### config.mk
export PLATFORM = sky130hd
export DESIGN_NAME = instr_fetch_unit
export DESIGN_NICKNAME = d
export VERILOG_FILES = /design/src/rtl/riscv_pkg.sv /design/src/rtl/fetch_queue.sv /design/src/rtl/instr_fetch_unit.sv
export SDC_FILE = /design/constraint.sdc
export NUM_CORES = 1
export LEC_CHECK = 0
export BUFFER_PORTS_ARGS = -buffer_cell sky130_fd_sc_hd__buf_2
export CORE_AREA = 2 2 152 154
export DETAILED_ROUTE_END_ITERATION = 12
export DIE_AREA = 0 0 154 156
export PLACE_DENSITY = 0.82
export SLEW_MARGIN = 20
export SYNTH_ARGS = -nofsm -noshare
export SYNTH_HDL_FRONTEND = slang
export SYNTH_HIERARCHICAL = 1
export SYNTH_SLANG_ARGS = --single-unit
### constraint.sdc
create_clock -name clk -period 7.82 [get_ports clk]
set_clock_uncertainty 0.1 [all_clocks]
set_input_delay 1.564 -clock clk [delete_from_list [all_inputs] [get_ports clk]]
set_output_delay 1.564 -clock clk [all_outputs]
set_load 0.005 [all_outputs]
### src/rtl/riscv_pkg.sv
// Constants shared across the core: datapath width, the canonical NOP, the base opcodes used by the
// control decoder, and the fetch-unit state encoding.
package riscv_pkg;

  localparam int XLEN = 32;

  localparam logic [31:0] NOP_INSTR = 32'h0000_0013;

  localparam logic [6:0] OP_RTYPE  = 7'b0110011;
  localparam logic [6:0] OP_LOAD   = 7'b0000011;
  localparam logic [6:0] OP_STORE  = 7'b0100011;
  localparam logic [6:0] OP_BRANCH = 7'b1100011;
  localparam logic [6:0] OP_IMM    = 7'b0010011;

  // FLUSH means stale responses are still owed by memory and must be discarded.
  typedef enum logic {
    ST_RUN   = 1'b0,
    ST_FLUSH = 1'b1
  } fetch_state_e;

endpackage

### src/rtl/fetch_queue.sv
// In-order sync FIFO: a push shows at dout the cycle after, with no bypass path.
// It applies no backpressure of its own, so the producer must hold credits; flush overrides push and pop.
module fetch_queue #(
  parameter int W     = 64,
  parameter int DEPTH = 2,
  localparam int CW   = $clog2(DEPTH + 1)
) (
  input  logic          clk,
  input  logic          reset,
  input  logic          flush,
  input  logic          push,
  input  logic [W-1:0]  din,
  input  logic          pop,
  output logic [W-1:0]  dout,
  output logic [CW-1:0] count
);

  localparam int PW = (DEPTH > 1) ? $clog2(DEPTH) : 1;

  logic [W-1:0]  mem [DEPTH];
  logic [PW-1:0] rd_ptr;
  logic [PW-1:0] wr_ptr;
  logic          do_pop;

  function automatic logic [PW-1:0] ptr_inc(input logic [PW-1:0] p);
    return (p == PW'(DEPTH - 1)) ? '0 : p + PW'(1);
  endfunction

  assign do_pop = pop && (count != '0);
  assign dout   = mem[rd_ptr];

  always_ff @(posedge clk) begin
    if (push && !flush) mem[wr_ptr] <= din;
  end

  always_ff @(posedge clk) begin
    if (reset || flush) begin
      rd_ptr <= '0;
      wr_ptr <= '0;
      count  <= '0;
    end else begin
      if (push)   wr_ptr <= ptr_inc(wr_ptr);
      if (do_pop) rd_ptr <= ptr_inc(rd_ptr);
      case ({push, do_pop})
        2'b10:   count <= count + CW'(1);
        2'b01:   count <= count - CW'(1);
        default: count <= count;
      endcase
    end
  end

  a_no_overflow: assert property (@(posedge clk) disable iff (reset)
    !(push && !pop && !flush && count == CW'(DEPTH)));
  a_no_underflow: assert property (@(posedge clk) disable iff (reset)
    !(pop && !flush && count == '0));

endmodule

### src/rtl/instr_fetch_unit.sv
// IF stage: sequential PCs -> imem request channel -> 2-entry queue -> decode; at least 1 cycle from response to if_valid.
// Requests are credit-limited to QDEPTH (in-flight + queued); responses have no backpressure; a redirect flushes everything.
module instr_fetch_unit
  import riscv_pkg::*;
#(
  parameter int              XLEN     = riscv_pkg::XLEN,
  parameter logic [XLEN-1:0] RESET_PC = '0,
  parameter int              QDEPTH   = 2
) (
  input  logic            clk,
  input  logic            reset,
  output logic            imem_req_valid,
  input  logic            imem_req_ready,
  output logic [XLEN-1:0] imem_req_addr,
  input  logic            imem_resp_valid,
  input  logic [XLEN-1:0] imem_resp_data,
  input  logic            redirect_valid,
  input  logic [XLEN-1:0] redirect_pc,
  output logic            if_valid,
  input  logic            if_ready,
  output logic [XLEN-1:0] if_pc,
  output logic [XLEN-1:0] if_instr,
  output logic [6:0]      if_opcode
);

  localparam int CW = $clog2(QDEPTH + 1);
  localparam int EW = 2 * XLEN;

  logic [XLEN-1:0] pc;
  logic [XLEN-1:0] last_pc;
  logic [XLEN-1:0] pcq_head;
  logic [CW-1:0]   inflight;
  logic [CW-1:0]   drop_cnt;
  logic [CW-1:0]   drop_next;
  logic [CW-1:0]   iq_count;
  logic [CW-1:0]   pcq_count;
  logic [CW:0]     credits_used;
  logic [EW-1:0]   iq_head;
  logic            req_fire;
  logic            resp_take;
  logic            pop;
  logic            iq_empty;
  logic            unused_redirect_lsbs;
  fetch_state_e    state;

  // Stale in-flight fetches still hold credits until their responses drain.
  assign credits_used   = {1'b0, inflight} + {1'b0, iq_count};
  assign imem_req_valid = !reset && !redirect_valid && (credits_used < (CW + 1)'(QDEPTH));
  assign imem_req_addr  = {pc[XLEN-1:2], 2'b00};
  assign req_fire       = imem_req_valid && imem_req_ready;
  assign resp_take      = imem_resp_valid && (drop_cnt == '0) && !redirect_valid;

  assign iq_empty  = (iq_count == '0);
  assign if_valid  = !iq_empty && !redirect_valid;
  assign pop       = if_valid && if_ready;
  assign if_instr  = iq_empty ? XLEN'(NOP_INSTR) : iq_head[XLEN-1:0];
  assign if_opcode = if_instr[6:0];
  assign if_pc     = iq_empty ? last_pc : iq_head[EW-1:XLEN];

  assign unused_redirect_lsbs = ^redirect_pc[1:0];

  always_comb begin
    drop_next = drop_cnt;
    if (redirect_valid)
      drop_next = inflight - CW'(imem_resp_valid);
    else if (imem_resp_valid && drop_cnt != '0)
      drop_next = drop_cnt - CW'(1);
  end

  always_ff @(posedge clk) begin
    if (reset) begin
      pc       <= RESET_PC;
      inflight <= '0;
      drop_cnt <= '0;
      last_pc  <= '0;
      state    <= ST_RUN;
    end else begin
      inflight <= inflight + CW'(req_fire) - CW'(imem_resp_valid);
      drop_cnt <= drop_next;
      state    <= (drop_next != '0) ? ST_FLUSH : ST_RUN;
      if (redirect_valid)
        pc <= {redirect_pc[XLEN-1:2], 2'b00};
      else if (req_fire)
        pc <= pc + XLEN'(4);
      if (pop) last_pc <= iq_head[EW-1:XLEN];
    end
  end

  // Request PCs, matched in order against non-dropped responses.
  fetch_queue #(.W(XLEN), .DEPTH(QDEPTH)) u_pcq (
    .clk   (clk),
    .reset (reset),
    .flush (redirect_valid),
    .push  (req_fire),
    .din   (imem_req_addr),
    .pop   (resp_take),
    .dout  (pcq_head),
    .count (pcq_count)
  );

  fetch_queue #(.W(EW), .DEPTH(QDEPTH)) u_iq (
    .clk   (clk),
    .reset (reset),
    .flush (redirect_valid),
    .push  (resp_take),
    .din   ({pcq_head, imem_resp_data}),
    .pop   (pop),
    .dout  (iq_head),
    .count (iq_count)
  );

  a_state_tracks_drop: assert property (@(posedge clk) disable iff (reset)
    (state == ST_FLUSH) == (drop_cnt != '0));
  a_pcq_matches_live: assert property (@(posedge clk) disable iff (reset)
    pcq_count == inflight - drop_cnt);
  a_resp_was_requested: assert property (@(posedge clk) disable iff (reset)
    imem_resp_valid |-> inflight != '0);

endmodule
=== Word-level counts from Yosys, hierarchy flattened ===
Memories as Yosys holds them, arrays and structs flattened. A register that Yosys moved wholly into a read port is not among the register bits.
Cells that the tools add are included.

* Flip-flop bits (word level): 76
* Bits in writable memories: 188
* Input bits: 70
* Word-level logic and storage cells: 78
* Memories kept: 2

{| class="wikitable"
|+ Memory list
! name !! words !! width !! rd ports !! clocked after memory_dff !! wr ports !! line !! RTL
|-
| u_iq.mem || 2 || 64 || 1 || 1 || 1 || fetch_queue.sv:20 || <nowiki>logic [W-1:0] mem [DEPTH];</nowiki>
|-
| u_pcq.mem || 2 || 30 || 1 || 1 || 1 || fetch_queue.sv:20 ||
|}

* $add $sub $neg: 14
* Magnitude comparators: 1
* Equal/unequal tests: 4
* Muxes and demuxes: 20
* Reductions and logical operators: 26

{| class="wikitable"
|+ Operators by type and width
! cell !! count
|-
| two-way mux 32 bit || 4
|-
| adder 32 x 3 -> 32 bit, second input constant || 1
|-
| nonzero test 2 bit || 7
|-
| logical AND 1 bit || 12
|-
| two-way mux 1 bit || 12
|-
| case mux 2 bit (2 select lines) || 2
|-
| subtractor 2 x 1 -> 2 bit, second input constant || 3
|-
| adder 1 bit, second input constant || 4
|-
| adder 2 x 1 -> 2 bit, second input constant || 2
|-
| equality test 2 x 1 -> 1 bit, second input constant || 2
|-
| equality test 2 bit, second input constant || 2
|-
| zero test 2 bit || 2
|-
| two-way mux 2 bit || 2
|-
| subtractor 2 x 1 -> 2 bit || 2
|-
| adder 2 x 2 -> 3 bit || 1
|-
| zero test 1 bit || 3
|-
| less-than comparator 3 x 2 -> 1 bit, second input constant || 1
|-
| adder 2 x 1 -> 2 bit || 1
|-
| OR reduction 2 bit || 1
|-
| logical OR 1 bit || 1
|}

=== Longest topological paths before layout ===
Gate-level depths: netlist of the first run.

* Word-level depth: 7
* Depth in mapped cells: 11
* Gate-level depth less buffers: 10

=== Cells and area by module ===
Netlist of the first run, hierarchy kept.

{| class="wikitable"
|+ Modules (own cells, without submodules)
! module !! instances !! cells an instance !! area each (um^2) !! seq. area each (um^2)
|-
| fetch_queue at u_iq || 1 || 220 || 4809.6 || 3943.8
|-
| instr_fetch_unit || 1 || 503 || 4000.1 || 1321.3
|-
| fetch_queue at u_pcq || 1 || 121 || 2511.2 || 2021.9
|}

=== Least setup slack after synthesis of the first run ===
OpenSTA, ideal clock, no wires.

* Path type: input-to-reg
* Start: input redirect_valid
* End: memory u_iq.mem[1][0] (enable)
* Setup time: 0.579 ns
* Arrival: 7.397 ns
* Path slack: -0.256 ns
* Stages on the path: 7
* Path buffers: 3
* Cell sequence: clkbuf_1 > clkinv_1 > clkbuf_1 > buf_1 > and3_1 > inv_1 > nor3b_1

* Cells in the longest elaborated chain, start to end: 5

{| class="wikitable"
|+ Ends and longest elaborated chain
! what !! line !! RTL
|-
| start, declared || instr_fetch_unit.sv:17 || <nowiki>input logic redirect_valid,</nowiki>
|-
| zero test 1 bit || instr_fetch_unit.sv:51 || <nowiki>assign resp_take = imem_resp_valid && (drop_cnt == '0) && !redirect_valid;</nowiki>
|-
| logical AND 1 bit || instr_fetch_unit.sv:51 ||
|-
| net resp_take || instr_fetch_unit.sv:40 || <nowiki>logic resp_take;</nowiki>
|-
| logical AND 1 bit || fetch_queue.sv:33 || <nowiki>if (push && !flush) mem[wr_ptr] <= din;</nowiki>
|-
| two-way mux 1 bit || fetch_queue.sv:33 ||
|-
| two-way mux 1 bit (not written as such) || fetch_queue.sv:33 ||
|-
| end, declared || fetch_queue.sv:20 ||
|}

The timed path passes the listed nets, and every way through them passes these cells.

=== Final worst setup path of the first run ===
* Start: input redirect_valid
* End: register u_iq.count[1]

* Cells in the longest elaborated chain, start to end: 6

{| class="wikitable"
|+ Ends and longest elaborated chain
! what !! line !! RTL
|-
| zero test 1 bit * || instr_fetch_unit.sv:54 || <nowiki>assign if_valid = !iq_empty && !redirect_valid;</nowiki>
|-
| logical AND 1 bit * || instr_fetch_unit.sv:54 ||
|-
| logical AND 1 bit * || instr_fetch_unit.sv:55 || <nowiki>assign pop = if_valid && if_ready;</nowiki>
|-
| logical AND 1 bit * || fetch_queue.sv:29 || <nowiki>assign do_pop = pop && (count != '0);</nowiki>
|-
| net u_iq.do_pop || fetch_queue.sv:23 || <nowiki>logic do_pop;</nowiki>
|-
| equality test 2 x 1 -> 1 bit / equality test 2 bit (equally long branches) || fetch_queue.sv:44 || <nowiki>case ({push, do_pop})</nowiki>
|-
| case mux 2 bit (2 select lines) / nonzero test 2 bit (equally long branches) || - ||
|-
| end signal, assigned || fetch_queue.sv:45 || <nowiki>2'b10: count <= count + CW'(1);</nowiki>
|-
| end signal, assigned || fetch_queue.sv:46 || <nowiki>2'b01: count <= count - CW'(1);</nowiki>
|-
| end signal, assigned || fetch_queue.sv:47 || <nowiki>default: count <= count;</nowiki>
|-
| end, declared || fetch_queue.sv:15 || <nowiki>output logic [CW-1:0] count</nowiki>
|}

The timed path passes the listed nets; every way through them passes the cells marked *.
A chain may end at the register's enable or synchronous reset.

==> impl_metrics.json, run 1 <==
{
  "status": "completed",
  "hpwl_um": 14100,
  "gp_congestion": 0.864,
  "drt-total-wl_um": 23300,
  "vias": 7461,
  "fin_area_mm2": 0.0132,
  "clock_latency_ns": 0.53,
  "setup_viol": 0,
  "cts_setup_buffers": 0,
  "peakVddDrop_v": 0.000148,
  "crit_fanout": 51,
  "root_buffer": "clkbuf_16",
  "crit_type": "input port to flop",
  "core-area_mm2": 0.0224,
  "regArea_mm2": 0.00729,
  "synth_top_area_share_pct": 50.9,
  "power_density_mw_per_mm2": 225,
  "r2r_cells": 10,
  "final.setup.tns_ns": 0,
  "htreeDepth": 1,
  "power_leakage_nw": 4.76,
  "drtIter0Drc": 562,
  "worst_ep_required_time_ns": 8.17,
  "first_global_vias": 7164,
  "min_period_over_period_pct": 59.5,
  "multiInputGateArea_mm2": 0.00375,
  "antenna_found_initial": 0,
  "grt_max_degree": 75,
  "min_path_type": "flop to flop",
  "numCtsBuffers": 27,
  "worstReg2RegEnd": "u_pcq/count[1]$_SDFFE_PP0P_",
  "synth_area_leader_cell": "edfxtp_1",
  "cts_tree": "done",
  "place_area_mm2": 0.0124,
  "netlist_area_mm2": 0.0113,
  "viasPerCell": 5.70,
  "syn_inst": 844,
  "yosysUniqueCellTypes": 58,
  "reg2reg_slack_ns": 4.17,
  "pre_cts_ws_ns": 3.01,
  "fmax_mhz": 215,
  "hold_start": "last_pc[5]$_SDFFE_PP0P_",
  "tightest_slew_ns": 1.04,
  "synthFlopType": "edfxtp_1",
  "synth_area_leaders": "edfxtp_1 (51%), dfxtp_1 (13%), mux2_2 (13%)",
  "fill_cells": 1685,
  "hold_viol": 0,
  "n_antenna_cell": 0,
  "async_flop_share_pct": 0,
  "end_kind": "flop",
  "arrival_ns": 5.00,
  "max_slew_margin_pct": 30.0,
  "reg2reg_from": "u_iq/count[0]$_SDFFE_PP0P_",
  "grtUsageTotal_pct": 18.8,
  "ctsResizeCount": 0,
  "postCtsHoldBufs": 0,
  "rsz0062_at_grt": "no",
  "fin_crit_ns": 4.65,
  "path_clk_slew_ns": 0.06,
  "final_nets": 1080,
  "yosysWarningCount": 6,
  "yosys_register_bits": 268,
  "setup_slack_ns": 3.17,
  "drc_errors": 0,
  "report.final.slew_viol_count": 0,
  "critPathLaunchType": "input port",
  "first_pass_iters": 4,
  "drive_gt1_share_pct": 35.5,
  "area_delta_synth_final_pct": 17.0,
  "wl_per_cell_um": 17.8,
  "die-area_mm2": 0.0240,
  "yosysSeqAreaShare_pct": 64.4,
  "drv_cap": 0,
  "cts.sinks": 268,
  "initial_core_util_pct": 50.6,
  "worstHoldEndpoint": "last_pc[5]$_SDFFE_PP0P_",
  "port_buffers": 170,
  "avgSynthCellArea_um2": 13.4,
  "dieHeight_um": 156,
  "die_width_um": 154,
  "num_rows": 55,
  "clock_tree.buffer_depth": 3,
  "hold_depth": 2,
  "ios": 175,
  "synth_edf_count": 192,
  "overflow": 0,
  "grt_pass1_wl_um": 36400,
  "ant_nets": 0
}
==> layout by cell type, fill, tap and decap left out, types with 6 or more instances in the layout <==
master	netlist	final
edfxtp_1	192	192
buf_2	10	170
mux2_2	127	127
nand2_1	88	88
dfxtp_1	76	75
a21oi_1	38	38
nor2b_1	30	30
clkbuf_16	0	27
nor2_1	21	20
nand4_1	15	15
nor3_1	17	15
inv_1	15	14
o21ai_0	13	13
xnor2_1	12	12
buf_4	9	12
nand3_1	11	11
a211oi_1	10	10
a311oi_1	9	9
clkinv_1	1	7
nor4_1	7	7
o311ai_0	7	7
or3_1	7	7
or4_1	7	7
o31ai_1	7	7
ha_1	7	7
clkbuf_1	32	7
xor2_1	6	6
conb_1	1	6
==> area by class of cell <==
class                      count  share of cell area, %
tap                          285                   2.69
clock inverter                15                   1.02
sequential                   268                   55.0
timing repair buffer         182                   7.10
clock buffer                  35                   5.40
inverter                      16                  0.453
multi-input combinational    507                   28.3
==> cells by family (layout without fill, tap and decap cells) <==
family | count (synthesis) | in the layout | synth area share (%)
xor gates and xnor gates | 18 | 18 | 1.39
buffers and inverters | 74 | 248 | 3.00
muxes | 129 | 129 | 12.8
and+or+nand+nor | 237 | 237 | 10.9
AOI/OAI and AO/OA | 109 | 109 | 6.50
adders and majority gates | 8 | 8 | 0.950
other | 1 | 6 | 0.0331
DFF | 268 | 268 | 64.4
==> flip-flops by register name (all words and copies together) (netlist names), named ones only <==
name and flops:
u_pcq/count 2, inflight 2, u_iq/wr_ptr 1, u_pcq/mem 64
u_iq/count 2, pc 30, u_pcq/rd_ptr 1, u_pcq/wr_ptr 1
drop_cnt 2, u_iq/mem 128, u_iq/rd_ptr 1, last_pc 32
==> metal layers <==
layer	track usage [%]	wire length, µm	vias up
li1	-	-	3468
met1	25.3	10100	3597
met2	30.7	10800	344
met3	3.08	1690	52
met4	7.61	719	0
met5	0	0	-
==> worst max-delay path, stage by stage <==
cell      delay [ns]
buf_2           0.07
buf_4           0.43
clkinv_1        0.17
o211ai_1        0.12
buf_4           0.38
clkinv_1        0.92
o21a_1          0.42
ha_1            0.33
or3_1           0.35
a211oi_1        0.21
==> stage by stage <==
stage                     power (W)  hold WS (ns)  instances  utilization [%]
after global placement      0.00178         0.338       1258             55.4
final                       0.00299         0.352       1308             59.2
after global routing        0.00309         0.374       1308             59.2
after CTS                   0.00301         0.354       1308             59.2
after floorplan             0.00171         0.333        849                -
after detailed placement    0.00178         0.346       1258             55.4
==> synthesized netlist by cell type (all sizes together), types with 8 or more instances <==
cell    instances
buf            26
clkbuf         32
nand2          88
xnor2          12
mux2          129
nand3          11
dfxtp          76
nor2b          30
a211oi         10
nor3           17
nor2           21
inv            15
nand4          15
a311oi          9
a21oi          38
edfxtp        192
or3             8
o21ai          13
==> how the worst max path moves through the flow <==
stage	start	to	cells past startpoint
2_1_floorplan	redirect_valid	u_iq/mem[0][0]$_DFFE_PP_	7
4_1_cts	redirect_valid	u_iq/count[1]$_SDFFE_PP0P_	10
5_1_grt	redirect_valid	u_iq/count[1]$_SDFFE_PP0P_	11
3_3_place_gp	redirect_valid	u_iq/count[1]$_SDFFE_PP0P_	10
6_report	redirect_valid	u_iq/count[1]$_SDFFE_PP0P_	10
3_5_place_dp	redirect_valid	u_iq/count[1]$_SDFFE_PP0P_	10
==> power breakdown <==
part	switching, W	leakage, nW	total, W	internal, W
Combinational	0.0000917	1.98	0.000167	0.0000753
Sequential	0.0000346	2.36	0.00159	0.00155
Clock	0.000517	0.409	0.00123	0.000713
Total	0.000643	4.76	0.00299	0.00234
Note: power is estimated with default switching activity, not from simulation.
==> inputs of run 2 (changes only) <==
ABC_AREA = 1   (was not set)
CORE_AREA = 2 2 148 150   (was 2 2 152 154)
DIE_AREA = 0 0 150 152   (was 0 0 154 156)
PLACE_DENSITY = 0.87   (was 0.82)
clock period = 4.6 ns   (was 7.82 ns; I/O delays follow)
==> impl_metrics.json, run 2 <==
{
  "status": "completed",
  "yosysSeqAreaShare_pct": 60.0,
  "worstReg2RegEnd": "u_pcq/mem[0][24]$_DFFE_PP_",
  "avgSynthCellArea_um2": 11.4,
  "yosysUniqueCellTypes": 38,
  "core-area_mm2": 0.0214,
  "synth_top_area_share_pct": 47.5,
  "drt-total-wl_um": 24600,
  "critPathLaunchType": "flop",
  "worstHoldEndpoint": "last_pc[7]$_SDFFE_PP0P_",
  "drc_errors": 0,
  "final_util_pct": 65.1,
  "tightest_slew_ns": 1.10,
  "final_cell_mix": "edfxtp_1 (192), buf_2 (170), nand2_1 (163), inv_1 (137), o21ai_0 (101)",
  "synth_area_leaders": "edfxtp_1 (47%), dfxtp_1 (13%), mux2_4 (11%)",
  "power_leakage_nw": 5.55,
  "reg2reg_slack_ns": 1.33,
  "regArea_mm2": 0.00729,
  "min_period_over_period_pct": 72.8,
  "die_width_um": 150,
  "pwr-share-clk_pct": 41.7,
  "crit_path_cell_trace": "nor2_4 -> inv_2 -> o21ai_0 -> buf_2",
  "reg2reg_from": "u_iq/count[0]$_SDFFE_PP0P_",
  "area_delta_synth_final_pct": 14.5,
  "synth_edf_count": 192,
  "cts_tree": "done",
  "netlist_area_mm2": 0.0121,
  "dp_cells": 1475,
  "ys_top_cells_by_count": "edfxtp_1 (192), nand2_1 (164), inv_1 (138)",
  "report.final.slew_viol_count": 0,
  "async_flop_share_pct": 0,
  "critPathMaxStageDelay_ns": 0.65,
  "p_switching_w": 0.00106,
  "fill_cells": 1547,
  "fmax_mhz": 299,
  "drive_gt1_share_pct": 28.6,
  "largest_registers": "u_iq/mem: 128 flops, u_pcq/mem: 64 flops, last_pc: 32 flops",
  "synth.area.mux_share_pct": 11.7,
  "yosys.area_share.simple_pct": 11.6,
  "pwr-share-seq_pct": 52.7,
  "dieHeight_um": 152,
  "setup_viol": 0,
  "drtIter0Drc": 507,
  "drv_cap": 0,
  "hpwl_um": 16200,
  "hold_start": "last_pc[7]$_SDFFE_PP0P_",
  "clock_latency_ns": 0.52,
  "yosysWarningCount": 6,
  "max_slew_margin_pct": 25.9,
  "synthAdderAreaFrac_pct": 0.886,
  "antenna_found_initial": 0,
  "hold_depth": 2,
  "n_antenna_cell": 0,
  "gp_congestion": 0.940,
  "multiInputGateArea_mm2": 0.00393,
  "synth_top_family_by_area": "multiplexers",
  "fin_cells": 1522,
  "hold_viol": 0,
  "largest-register": "u_iq/mem",
  "min_path_type": "flop to flop",
  "largest_register_ffs": 128,
  "root_buffer": "clkbuf_16",
  "clock_tree.buffer_depth": 3,
  "first_pass_iters": 5,
  "synth_area_leader_cell": "edfxtp_1",
  "viasPerCell": 5.29,
  "htreeDepth": 1,
  "yosys_register_bits": 268,
  "grt_max_degree": 65,
  "comb_power_share_pct": 5.6,
  "grt_pass1_wl_um": 38400,
  "peakVddDrop_v": 0.000243,
  "initial_core_util_pct": 56.9,
  "ios": 175,
  "crit_fanout": 64,
  "cts_setup_buffers": 0,
  "end_kind": "output port",
  "cpMaxStageDelayCell": "inv_2",
  "crit_type": "flop to output port",
  "postCtsHoldBufs": 0,
  "numCtsBuffers": 26,
  "first_global_vias": 7748,
  "r2r_cells": 9,
  "arrival_ns": 2.33,
  "synth_most_common_cell": "edfxtp_1",
  "ctsResizeCount": 0,
  "vias": 8054,
  "rsz0062_at_grt": "no",
  "grtUsageTotal_pct": 21.1,
  "switching_share_pct": 20.8,
  "synth_compound_area_share_pct": 7.23,
  "wl_per_cell_um": 16.2,
  "path_clk_slew_ns": 0.06,
  "port_buffers": 170,
  "final_nets": 1301,
  "p_int_w": 0.00404,
  "cts.sinks": 268,
  "syn_inst": 1064,
  "power_density_mw_per_mm2": 366,
  "num_rows": 54,
  "synth_xor_area_share_pct": 0.577,
  "die-area_mm2": 0.0228,
  "synthFlopType": "edfxtp_1",
  "fin_crit_ns": 3.35,
  "final_common_cell": "edfxtp_1",
  "worst_ep_required_time_ns": 3.58,
  "ant_nets": 0,
  "overflow": 0
}
[run 2: kinds of logic (layout without fill, tap and decap cells)]
kind of cell	Yosys count	count (layout)
compound gates	172	172
xor+xnor	8	8
fa+ha+maj	8	8
buf+inv	195	368
flops	268	268
mux	96	96
other cells	1	6
simple gates	316	316
[run 2: metal layers]
| layer | track usage, % | part of all wire, % | vias to the layer above |
|---|---|---|---|
| met3 | 3.78 | 7.9 | 52 |
| met1 | 26.6 | 40 | 3752 |
| li1 | - | - | 3887 |
| met5 | 0 | 0 | - |
| met4 | 6.56 | 2.4 | 0 |
| met2 | 36.8 | 50 | 363 |
[run 2: worst max path at each step]
stage	startpoint	to	slack, ns	cells after the start
after floorplan	redirect_valid	u_iq/mem[1][0]$_DFFE_PP_	-1.86	5
after global placement	redirect_valid	u_pcq/mem[1][23]$_DFFE_PP_	1.16	7
after detailed placement	redirect_valid	u_pcq/mem[0][25]$_DFFE_PP_	1.04	7
after CTS	u_iq/count[0]$_SDFFE_PP0P_	if_pc[30]	1.27	4
after global routing	u_iq/count[0]$_SDFFE_PP0P_	u_pcq/mem[0][24]$_DFFE_PP_	1.13	9
final	u_iq/count[0]$_SDFFE_PP0P_	if_pc[30]	1.25	4
[run 2: stage by stage]
stage	worst slack (ns)	power (W)	setup TNS, ns	hold WS, ns	cell area [µm²]
6_report	1.25	0.00510	0	0.346	13900
2_1_floorplan	-1.86	0.00290	-238.52	0.325	12200
5_1_grt	1.13	0.00526	0	0.369	13900
3_5_place_dp	1.04	0.00302	0	0.339	13000
4_1_cts	1.27	0.00513	0	0.349	13900
3_3_place_gp	1.16	0.00300	0	0.333	13000
[run 2: power by group through the flow]
stage	Combinational [W]	Clock, W	Sequential, W
after CTS	0.000286	0.00216	0.00269
after global placement	0.000267	0	0.00273
after global routing	0.000321	0.00225	0.00269
after detailed placement	0.000282	0	0.00274
after floorplan	0.000178	0	0.00272
final	0.000286	0.00212	0.00269
[run 2: area by class of cell]
class | instances | share of cell area, %
Clock inverter | 7 | 0.639
Timing Repair Buffer | 178 | 6.64
Clock buffer | 40 | 5.64
Sequential cell | 268 | 52.4
Tap cell | 280 | 2.52
Multi-Input combinational cell | 606 | 28.3
Inverter | 143 | 3.88
[run 2: worst max-delay path, delay by kind of cell, from the launching register on]
kind	cells	cell delay [ns]
AO/OA/AOI/OAI	1	0.34
buffers and inverters	2	0.86
flip-flops	1	0.49
AND/OR/NAND/NOR	1	0.08
